## src/rtl/regfile_port_arbiter.sv

```systemverilog
`default_nettype none
// ============================================================================
// Module   : regfile_port_arbiter
// Purpose  : Round-robin arbiter and access sequencer that gives two
//            requesters shared use of one register-file read/write path.
// Revision : 1.0
// ============================================================================
module regfile_port_arbiter #(
   parameter int READ_LAT      = 2,
   parameter int FLAG_ADDR     = 3,
   parameter int PROTECT_FLAGS = 1
) (
   input  logic       clk,
   input  logic       rst_n,
   input  logic       req0_valid,
   output logic       req0_ready,
   input  logic       req0_we,
   input  logic [7:0] req0_addr,
   input  logic [7:0] req0_wdata,
   output logic       rsp0_valid,
   output logic       rsp0_err,
   output logic [7:0] rsp0_rdata,
   input  logic       req1_valid,
   output logic       req1_ready,
   input  logic       req1_we,
   input  logic [7:0] req1_addr,
   input  logic [7:0] req1_wdata,
   output logic       rsp1_valid,
   output logic       rsp1_err,
   output logic [7:0] rsp1_rdata,
   output logic [7:0] rf_a1,
   output logic [7:0] rf_a3,
   output logic [7:0] rf_wdata,
   output logic       rf_we,
   output logic       rf_re,
   input  logic [7:0] rf_rd1,
   output logic       busy
);

   localparam logic [1:0] c_idle = 2'd0;
   localparam logic [1:0] c_rd   = 2'd1;
   localparam logic [1:0] c_wr   = 2'd2;
   localparam logic [1:0] c_resp = 2'd3;

   localparam int             CNT_W     = (READ_LAT > 1) ? $clog2(READ_LAT) : 1;
   localparam logic [CNT_W-1:0] c_cnt_last = CNT_W'(READ_LAT - 1);

   logic [1:0]       r_state;
   logic [1:0]       w_next;
   logic             r_last_grant;
   logic             r_port;
   logic             r_we;
   logic             r_err;
   logic [7:0]       r_addr;
   logic [7:0]       r_wdata;
   logic [7:0]       r_rdata;
   logic [CNT_W-1:0] r_cnt;

   logic             w_accept;
   logic             w_sel;
   logic             w_sel_we;
   logic [7:0]       w_sel_addr;
   logic             w_reject;
   logic             w_rd_done;

   // Under contention the port that did not win last time gets the grant.
   assign w_accept   = (r_state == c_idle) && (req0_valid || req1_valid);
   assign w_sel      = (req0_valid && req1_valid) ? ~r_last_grant : req1_valid;
   assign w_sel_we   = w_sel ? req1_we   : req0_we;
   assign w_sel_addr = w_sel ? req1_addr : req0_addr;
   assign w_reject   = (w_sel_addr[7:5] != 3'd0) ||
                       (w_sel_we && (PROTECT_FLAGS != 0) && (w_sel_addr == 8'(FLAG_ADDR)));
   assign w_rd_done  = (r_state == c_rd) && (r_cnt == c_cnt_last);

   always_ff @(posedge clk or negedge rst_n) begin
      if (!rst_n) begin
         r_state <= c_idle;
      end else begin
         r_state <= w_next;
      end
   end

   always_comb begin
      w_next = r_state;
      case (r_state)
         c_idle: begin
            if (w_accept) begin
               if (w_reject)      w_next = c_resp;
               else if (w_sel_we) w_next = c_wr;
               else               w_next = c_rd;
            end
         end
         c_rd:    if (w_rd_done) w_next = c_resp;
         c_wr:    w_next = c_resp;
         c_resp:  w_next = c_idle;
         default: w_next = c_idle;
      endcase
   end

   always_ff @(posedge clk or negedge rst_n) begin
      if (!rst_n) begin
         r_last_grant <= 1'b1;
         r_port       <= 1'b0;
         r_we         <= 1'b0;
         r_err        <= 1'b0;
         r_addr       <= 8'd0;
         r_wdata      <= 8'd0;
         r_rdata      <= 8'd0;
         r_cnt        <= '0;
      end else if (w_accept) begin
         r_last_grant <= w_sel;
         r_port       <= w_sel;
         r_we         <= w_sel_we;
         r_err        <= w_reject;
         r_addr       <= w_sel_addr;
         r_wdata      <= w_sel ? req1_wdata : req0_wdata;
         r_rdata      <= 8'd0;
         r_cnt        <= '0;
      end else if (r_state == c_rd) begin
         r_cnt <= r_cnt + CNT_W'(1);
         if (w_rd_done) r_rdata <= rf_rd1;
      end
   end

   // Ready is masked by rst_n so every output is quiet while reset is held.
   always_comb begin
      req0_ready = rst_n && w_accept && !w_sel;
      req1_ready = rst_n && w_accept &&  w_sel;
      rf_re      = (r_state == c_rd);
      rf_a1      = (r_state == c_rd) ? r_addr : 8'd0;
      rf_we      = (r_state == c_wr) && r_we;
      rf_a3      = (r_state == c_wr) ? r_addr : 8'd0;
      rf_wdata   = (r_state == c_wr) ? r_wdata : 8'd0;
      rsp0_valid = (r_state == c_resp) && !r_port;
      rsp1_valid = (r_state == c_resp) &&  r_port;
      rsp0_err   = rsp0_valid && r_err;
      rsp1_err   = rsp1_valid && r_err;
      rsp0_rdata = rsp0_valid ? r_rdata : 8'd0;
      rsp1_rdata = rsp1_valid ? r_rdata : 8'd0;
      busy       = (r_state != c_idle);
   end

endmodule
`default_nettype wire

```

## config.mk

```make
export PLATFORM = sky130hd
export DESIGN_NAME = regfile_port_arbiter
export DESIGN_NICKNAME = d
export VERILOG_FILES = /design/src/rtl/regfile_port_arbiter.sv
export SDC_FILE = /design/constraint.sdc
export NUM_CORES = 1
export LEC_CHECK = 0
export BUFFER_PORTS_ARGS = -buffer_cell sky130_fd_sc_hd__buf_2
export CELL_PAD_IN_SITES_DETAIL_PLACEMENT = 1
export CELL_PAD_IN_SITES_GLOBAL_PLACEMENT = 2
export CORE_UTILIZATION = 22
export CTS_CLUSTER_DIAMETER = 150
export DETAILED_ROUTE_END_ITERATION = 10
export GPL_ROUTABILITY_DRIVEN = 0
export PLACE_DENSITY_LB_ADDON = 0.1
export SLEW_MARGIN = 25
export SYNTH_ARGS = -nofsm -noshare
export SYNTH_HDL_FRONTEND = slang
export SYNTH_SLANG_ARGS = --single-unit
```

## constraint.sdc

```tcl
create_clock -name clk -period 1.8 [get_ports clk]
set_clock_uncertainty 0.05 [all_clocks]
set_input_delay 0.27 -clock clk [delete_from_list [all_inputs] [get_ports clk]]
set_output_delay 0.27 -clock clk [all_outputs]
set_load 0.02 [all_outputs]
```

==> impl_results.md, run 1 <==
* Total wire length at 6250 µm
* Crit Path Class: register to output port
* Compound-cell area share of the yosys netlist at 11.2%
* Cell area after synthesis at 0.00184 mm²
* Rel. slew slack at 72.2%
* Final worst path period share at 99.9%
* Drt wl/cell at 14.9 µm
* Simple-gate share of the synthesized area at 28.6%
* Final hold violation count at 0
* Hold path cells at 2
* Internal reg-to-reg setup slack at 0.12 ns
* Worst IR Drop VDD at 402 µV
* Final setup viols at 0
* Clock-pin slew on the worst setup and hold paths at 0.07 ns
* P_leak at 1.46 nW
* Detailed Routing Iterations Pass 1 at 4
* Beginning of the critical path: r_state[1]$_DFFE_PN0P_
* Max-cap violations at 0
* Clk Tree Root Cell: clkbuf_8
* CORE AREA at 0.00789 mm²
* H-Tree Depth at 2
* Die height at 93.4 µm
* Area Growth Syn to Fin at 50.9%
* Starting Density at 23.3%
* Xor-xnor portion of the synthesized cell area at 0.477%
* FFs w/ async S/R, synth at 100%
* # fillers at 944
* Critical path arrival at 1.48 ns
* Combinational family with the most area after synthesis: simple AND/OR/NAND/NOR gates
* Post-DP HPWL at 4570 µm
* Cell count after synthesis at 205
* Sinks on Clock Net at 31
* Mux share of post-synthesis cell area at 9.94%
* Ys flop type: dfrtp_1
* Crit path time final at 1.80 ns
* Initial antenna violation count at 0
* Clock buffer depth at 2
* Layout Nets at 368
* Hold Crit Start: req0_valid
* RSZ-0062 raised after global routing: yes
* Utilization after layout at 35.2%
* Vias at 1871
* R2R cell count at 6
* Kind of start point of the critical path: register
* Synthesized flop and latch total at 31
* Reg-to-Reg Start: r_state[0]$_DFFE_PN0P_
* Synth top area share at 40.8%
* FP Rows at 32
* Antenna diodes at 0
* Worst-Margin Slew at 0.417 ns
* WHS Endpoint: r_last_grant$_DFFE_PN1P_
* Routed Antenna Nets at 0
* Vias per cell at 4.45
* Slew Limit Fails at 0
* Most instantiated cells after synthesis: 35 x and2_1, 32 x nand2_1, 30 x dfrtp_1
* Synth area leaders: dfrtp_1 41%, and2_1 12%, mux2i_1 8.7%
* Post-Syn Area per Cell at 8.97 µm²
* Final worst slack at 0.00189 ns
* Total die area at 0.00872 mm²
* Drc violations at 0
* Synth area leader: dfrtp_1
* First-pass GRT wire length at 9820 µm
* IO Count at 95
* Layout cells sized above 1 at 44.7%
* Synth unique cells at 33
* DR iter-0 viols at 57
* Top-count cell post-synth: and2_1
* Max Freq at 0.556 GHz
* Crit. End Element: output port
* Clk_lat worst skew at 0.28 ns
* Worst-path maximum fanout at 10
* CP required at 1.48 ns
* PD cells at 1530 mW/mm²
* Sequential fraction of the synthesis area at 42.3%
* Synth Area in Adders at 3.40%
* Pwr Total at 4.24 mW
* Total CTS buffers at 5
* Syn. warnings at 0
* Post-synth EDFFs at 0
* Largest net degree at the start of global routing at 31
* Reg-to-reg endpoint: r_state[0]$_DFFE_PN0P_
* Number of global-route vias before repair at 1928
* Hold WC Path Type: input port to register
* Die width at 93.4 µm
* Place WS at -0.00578 ns
* GRT Total Usage at 14.9%
* CTS tree: done
* Buffers on Ports at 94
* Global route overflow at 0
* Status: finished clean
* Syn Nets at 256
## layer usage
metal	vias to the layer above	global-route usage, %	wire [µm]
met2	45	25.2	3100
met3	8	3.58	310
met1	894	18.8	2770
li1	924	-	-
met5	-	0	0
met4	0	4.23	67
## report_power, final
group	internal, mW	switching, mW	total [mW]	leakage (nW)
Sequential	1.02	0.208	1.22	0.388
Clock	0.271	0.271	0.542	0.0422
Combinational	1.11	1.37	2.48	1.03
## critical path, stage by stage, from the launching register on
cell and delay, ns:
dfrtp_1 0.41, buf_4 0.14, ha_2 0.19, buf_6 0.14
and2_1 0.16, buf_4 0.15
## what timing repair did
item	CTS	global route
pin swaps	0	3
resized for setup	9	25
buffers inserted	5	3
hold buffers	1	0
setup endpoints to repair	37	46
hold endpoints to repair	1	0
gates cloned	0	1
## cell families (layout without fill, tap and decap cells)
logic type | count (synthesis) | in the layout
AND/OR/NAND/NOR | 99 | 100
AO/OA/AOI/OAI | 35 | 35
flip-flops | 31 | 31
multiplexers | 18 | 18
buffers and inverters | 16 | 128
adder cells (fa/ha/maj) | 5 | 5
XOR/XNOR | 1 | 1
## layout by cell type (no fill, tap or decap), types with 2 or more instances in the layout
| cell | netlist | final |
|---|---|---|
| mux2_2 | 2 | 2 |
| and2_1 | 35 | 35 |
| o21ai_0 | 17 | 17 |
| dfrtp_1 | 30 | 30 |
| ha_2 | 0 | 2 |
| nand4b_1 | 2 | 2 |
| nor3_1 | 3 | 3 |
| nor2b_4 | 0 | 2 |
| mux2i_1 | 16 | 16 |
| and3_1 | 10 | 10 |
| nor2_2 | 0 | 2 |
| nand3_1 | 8 | 8 |
| a21oi_1 | 9 | 9 |
| buf_2 | 3 | 79 |
| clkbuf_1 | 8 | 2 |
| buf_4 | 1 | 31 |
| nand2_1 | 32 | 32 |
| clkbuf_8 | 0 | 5 |
| inv_2 | 0 | 3 |
| ha_4 | 0 | 2 |
| nor2_1 | 5 | 3 |
| buf_6 | 1 | 5 |
## stage by stage
| step | setup TNS [ns] | instances | hold slack (ns) | instance area, µm² |
|---|---|---|---|---|
| 2_1_floorplan | 0 | 205 | -0.0756 | 1840 |
| 3_3_place_gp | 0 | 402 | 0.255 | 2500 |
| 3_5_place_dp | -0.00578 | 402 | 0.258 | 2500 |
| 4_1_cts | -0.0289 | 416 | 0.163 | 2660 |
| 5_1_grt | -0.643 | 420 | 0.185 | 2770 |
| 6_report | 0 | 420 | 0.178 | 2770 |
## layout make-up
| class | count | area, µm² | area share, % |
|---|---|---|---|
| clock buffers | 7 | 76.3 | 2.75 |
| well taps | 102 | 128 | 4.60 |
| clock inverters | 1 | 5.00 | 0.181 |
| inverters | 3 | 11.3 | 0.406 |
| multi-input cells | 159 | 1060 | 38.3 |
| repair buffers | 117 | 714 | 25.8 |
| flip-flops and latches | 31 | 777 | 28.0 |
## sequential cells by signal, indices dropped and copies added, names as in the netlist
register	flops
r_cnt	1
r_port	1
r_err	1
r_addr	8
r_wdata	8
r_last_grant	1
r_we	1
r_rdata	8
r_state	2
## worst max path at each step
| stage | endpoint | slack [ns] | depth (start not counted) |
|---|---|---|---|
| 3_3_place_gp | rsp0_rdata[6] | 0.08 | 4 |
| 6_report | rf_wdata[0] | 0.002 | 5 |
| 2_1_floorplan | r_state[0]$_DFFE_PN0P_ | 0.02 | 7 |
| 4_1_cts | rsp0_rdata[6] | -0.009 | 4 |
| 5_1_grt | req0_ready | -0.08 | 7 |
| 3_5_place_dp | rsp0_rdata[6] | -0.006 | 4 |
Power figures use the tool's default switching activity.
==> run 2, diff against run 1 <==
--- a/config.mk
+++ b/config.mk
@@ -12,6 +12,7 @@
 export CTS_CLUSTER_DIAMETER = 150
 export DETAILED_ROUTE_END_ITERATION = 10
 export GPL_ROUTABILITY_DRIVEN = 0
+export MAX_ROUTING_LAYER = met4
 export PLACE_DENSITY_LB_ADDON = 0.1
 export SLEW_MARGIN = 25
 export SYNTH_ARGS = -nofsm -noshare
==> run 2 against run 1 <==
  * Utilization unchanged
  * Hold slack about the same
  * Count of clock-buffer cells in the layout unchanged
  * Critical path type unchanged
==> impl_results.md, run 2 (synthesis gave the netlist of run 1 again) <==
* Place WS at -0.00578 ns
* IO Count at 95
* Die height at 93.4 µm
* Post-route design area at 0.00277 mm²
* Max-cap violations at 0
* Final setup viols at 0
* WHS Endpoint: r_last_grant$_DFFE_PN1P_
* Area Growth Syn to Fin at 50.9%
* Cell Area, Placed at 0.00250 mm²
* GRT Total Usage at 15.3%
* Clk Tree Root Cell: clkbuf_8
* First-pass GRT wire length at 9780 µm
* Kind of start point of the critical path: register
* Worst-path maximum fanout at 10
* Worst IR Drop VDD at 402 µV
* Final worst slack at 0.000788 ns
* Drt wl/cell at 14.8 µm
* Internal reg-to-reg setup slack at 0.12 ns
* Buffers on Ports at 94
* Layout Nets at 368
* Most frequent cells in the layout: 79 x buf_2, 35 x and2_1, 32 x nand2_1
* P_leak at 1.46 nW
* Layout cells sized above 1 at 44.7%
* Max incr delay on CP at 0.41 ns
* Critical path arrival at 1.48 ns
* FF+latch area at 777 µm²
* Pwr Total at 4.24 mW
* Crit path cell chain: buf_4 > ha_2 > buf_6 > and2_1 > buf_4
* Initial antenna violation count at 0
* Crit path time final at 1.80 ns
* # fillers at 944
* Clock buffer depth at 2
* Die width at 93.4 µm
* Total die area at 0.00872 mm²
* FP Rows at 32
* Crit Path Class: register to output port
* Hold WC Path Type: input port to register
* Max Freq at 0.556 GHz
* Number of global-route vias before repair at 1937
* Area of the multi-input gates at 0.00106 mm²
* Global route overflow at 0
* Final worst path period share at 100%
* Starting Density at 23.3%
* Clock-pin slew on the worst setup and hold paths at 0.07 ns
* RSZ-0062 raised after global routing: yes
* CP most frequent cell: buf_4
* CP required at 1.48 ns
* Status: finished clean
* DR top layer: met4
* DR iter-0 viols at 40
* CORE AREA at 0.00789 mm²
* Vias at 1879
* Crit. End Element: output port
* CTS tree: done
* Vias per cell at 4.47
* Total wire length at 6230 µm
* Antenna diodes at 0
* PD cells at 1530 mW/mm²
* Routed Antenna Nets at 0
* Largest net degree at the start of global routing at 31
* Hold path cells at 2
* Slowest-stage cell, CP: dfrtp_1
* Top flop regs: r_addr x8, r_rdata x8, r_wdata x8
* M1 WL at 2840 µm
* Reg-to-reg endpoint: r_state[0]$_DFFE_PN0P_
* Total CTS buffers at 5
* Hold Crit Start: req0_valid
* Sinks on Clock Net at 31
* Post-DP HPWL at 4570 µm
* Clk_lat worst skew at 0.28 ns
* Commonest non-fill, non-tap cell in the layout: buf_2
* Reg-to-Reg Start: r_state[0]$_DFFE_PN0P_
* Final hold violation count at 0
* Drc violations at 0
* DR WL met2 at 3080 µm
* Rel. slew slack at 72.3%
* H-Tree Depth at 2
* Utilization after layout at 35.2%
* Slew Limit Fails at 0
* Detailed Routing Iterations Pass 1 at 3
* Worst-Margin Slew at 0.416 ns
* DR WL met3 at 251 µm
* R2R cell count at 6
run 2: cell counts in the layout (fill, tap and decap cells not counted):
No cell type changed its count.
run 2: what timing repair did:
| action | 4_1_cts | 5_1_grt |
|---|---|---|
| pin swaps | 0 | 3 |
| setup endpoints to repair | 37 | 46 |
| setup buffers | 5 | 3 |
| cloned | 0 | 1 |
| endpoints found under the hold margin | 1 | 0 |
| hold buffers | 1 | 0 |
| gates resized for setup | 9 | 25 |
run 2: layout make-up:
class | instances | area share (%)
clock buffers | 7 | 2.75
clock inverters | 1 | 0.181
inverters | 3 | 0.406
multi-input cells | 159 | 38.3
flip-flops and latches | 31 | 28.0
well taps | 102 | 4.60
repair buffers | 117 | 25.8
run 2: worst max path at each step:
stage / startpoint / endpoint / slack, ns / cells past startpoint
2_1_floorplan: r_state[1]$_DFFE_PN0P_ / r_state[0]$_DFFE_PN0P_ / 0.02 / 7
3_3_place_gp: r_state[0]$_DFFE_PN0P_ / rsp0_rdata[6] / 0.08 / 4
3_5_place_dp: r_state[0]$_DFFE_PN0P_ / rsp0_rdata[6] / -0.006 / 4
4_1_cts: r_state[1]$_DFFE_PN0P_ / rsp0_rdata[6] / -0.009 / 4
5_1_grt: r_state[1]$_DFFE_PN0P_ / req0_ready / -0.08 / 7
6_report: r_state[1]$_DFFE_PN0P_ / rf_wdata[0] / 0.0008 / 5
run 2: metal layers:
| metal | global-route usage, % | vias to the layer above |
|---|---|---|
| li1 | - | 925 |
| met1 | 19.4 | 901 |
| met2 | 25.2 | 45 |
| met3 | 2.68 | 8 |
| met4 | 4.23 | 0 |
| met5 | - | - |
run 2: worst max-delay path: cells and delay by family, from the launching register on:
kind	cells	cell delay (ns)
adder cells (fa/ha/maj)	1	0.19
buffers and inverters	3	0.43
flip-flops	1	0.41
AND/OR/NAND/NOR	1	0.16
run 2: stage by stage:
step                hold slack [ns]   TNS, ns  cells
finish                        0.178         0    420
global route                  0.185    -0.641    420
CTS                           0.163   -0.0289    416
detailed placement            0.258  -0.00578    402
global placement              0.255         0    402
floorplan                   -0.0756         0    205
run 2: power by group:
group	switching, mW	internal [mW]
clock network	0.271	0.271
registers	0.207	1.02
logic	1.37	1.11
total	1.84	2.40
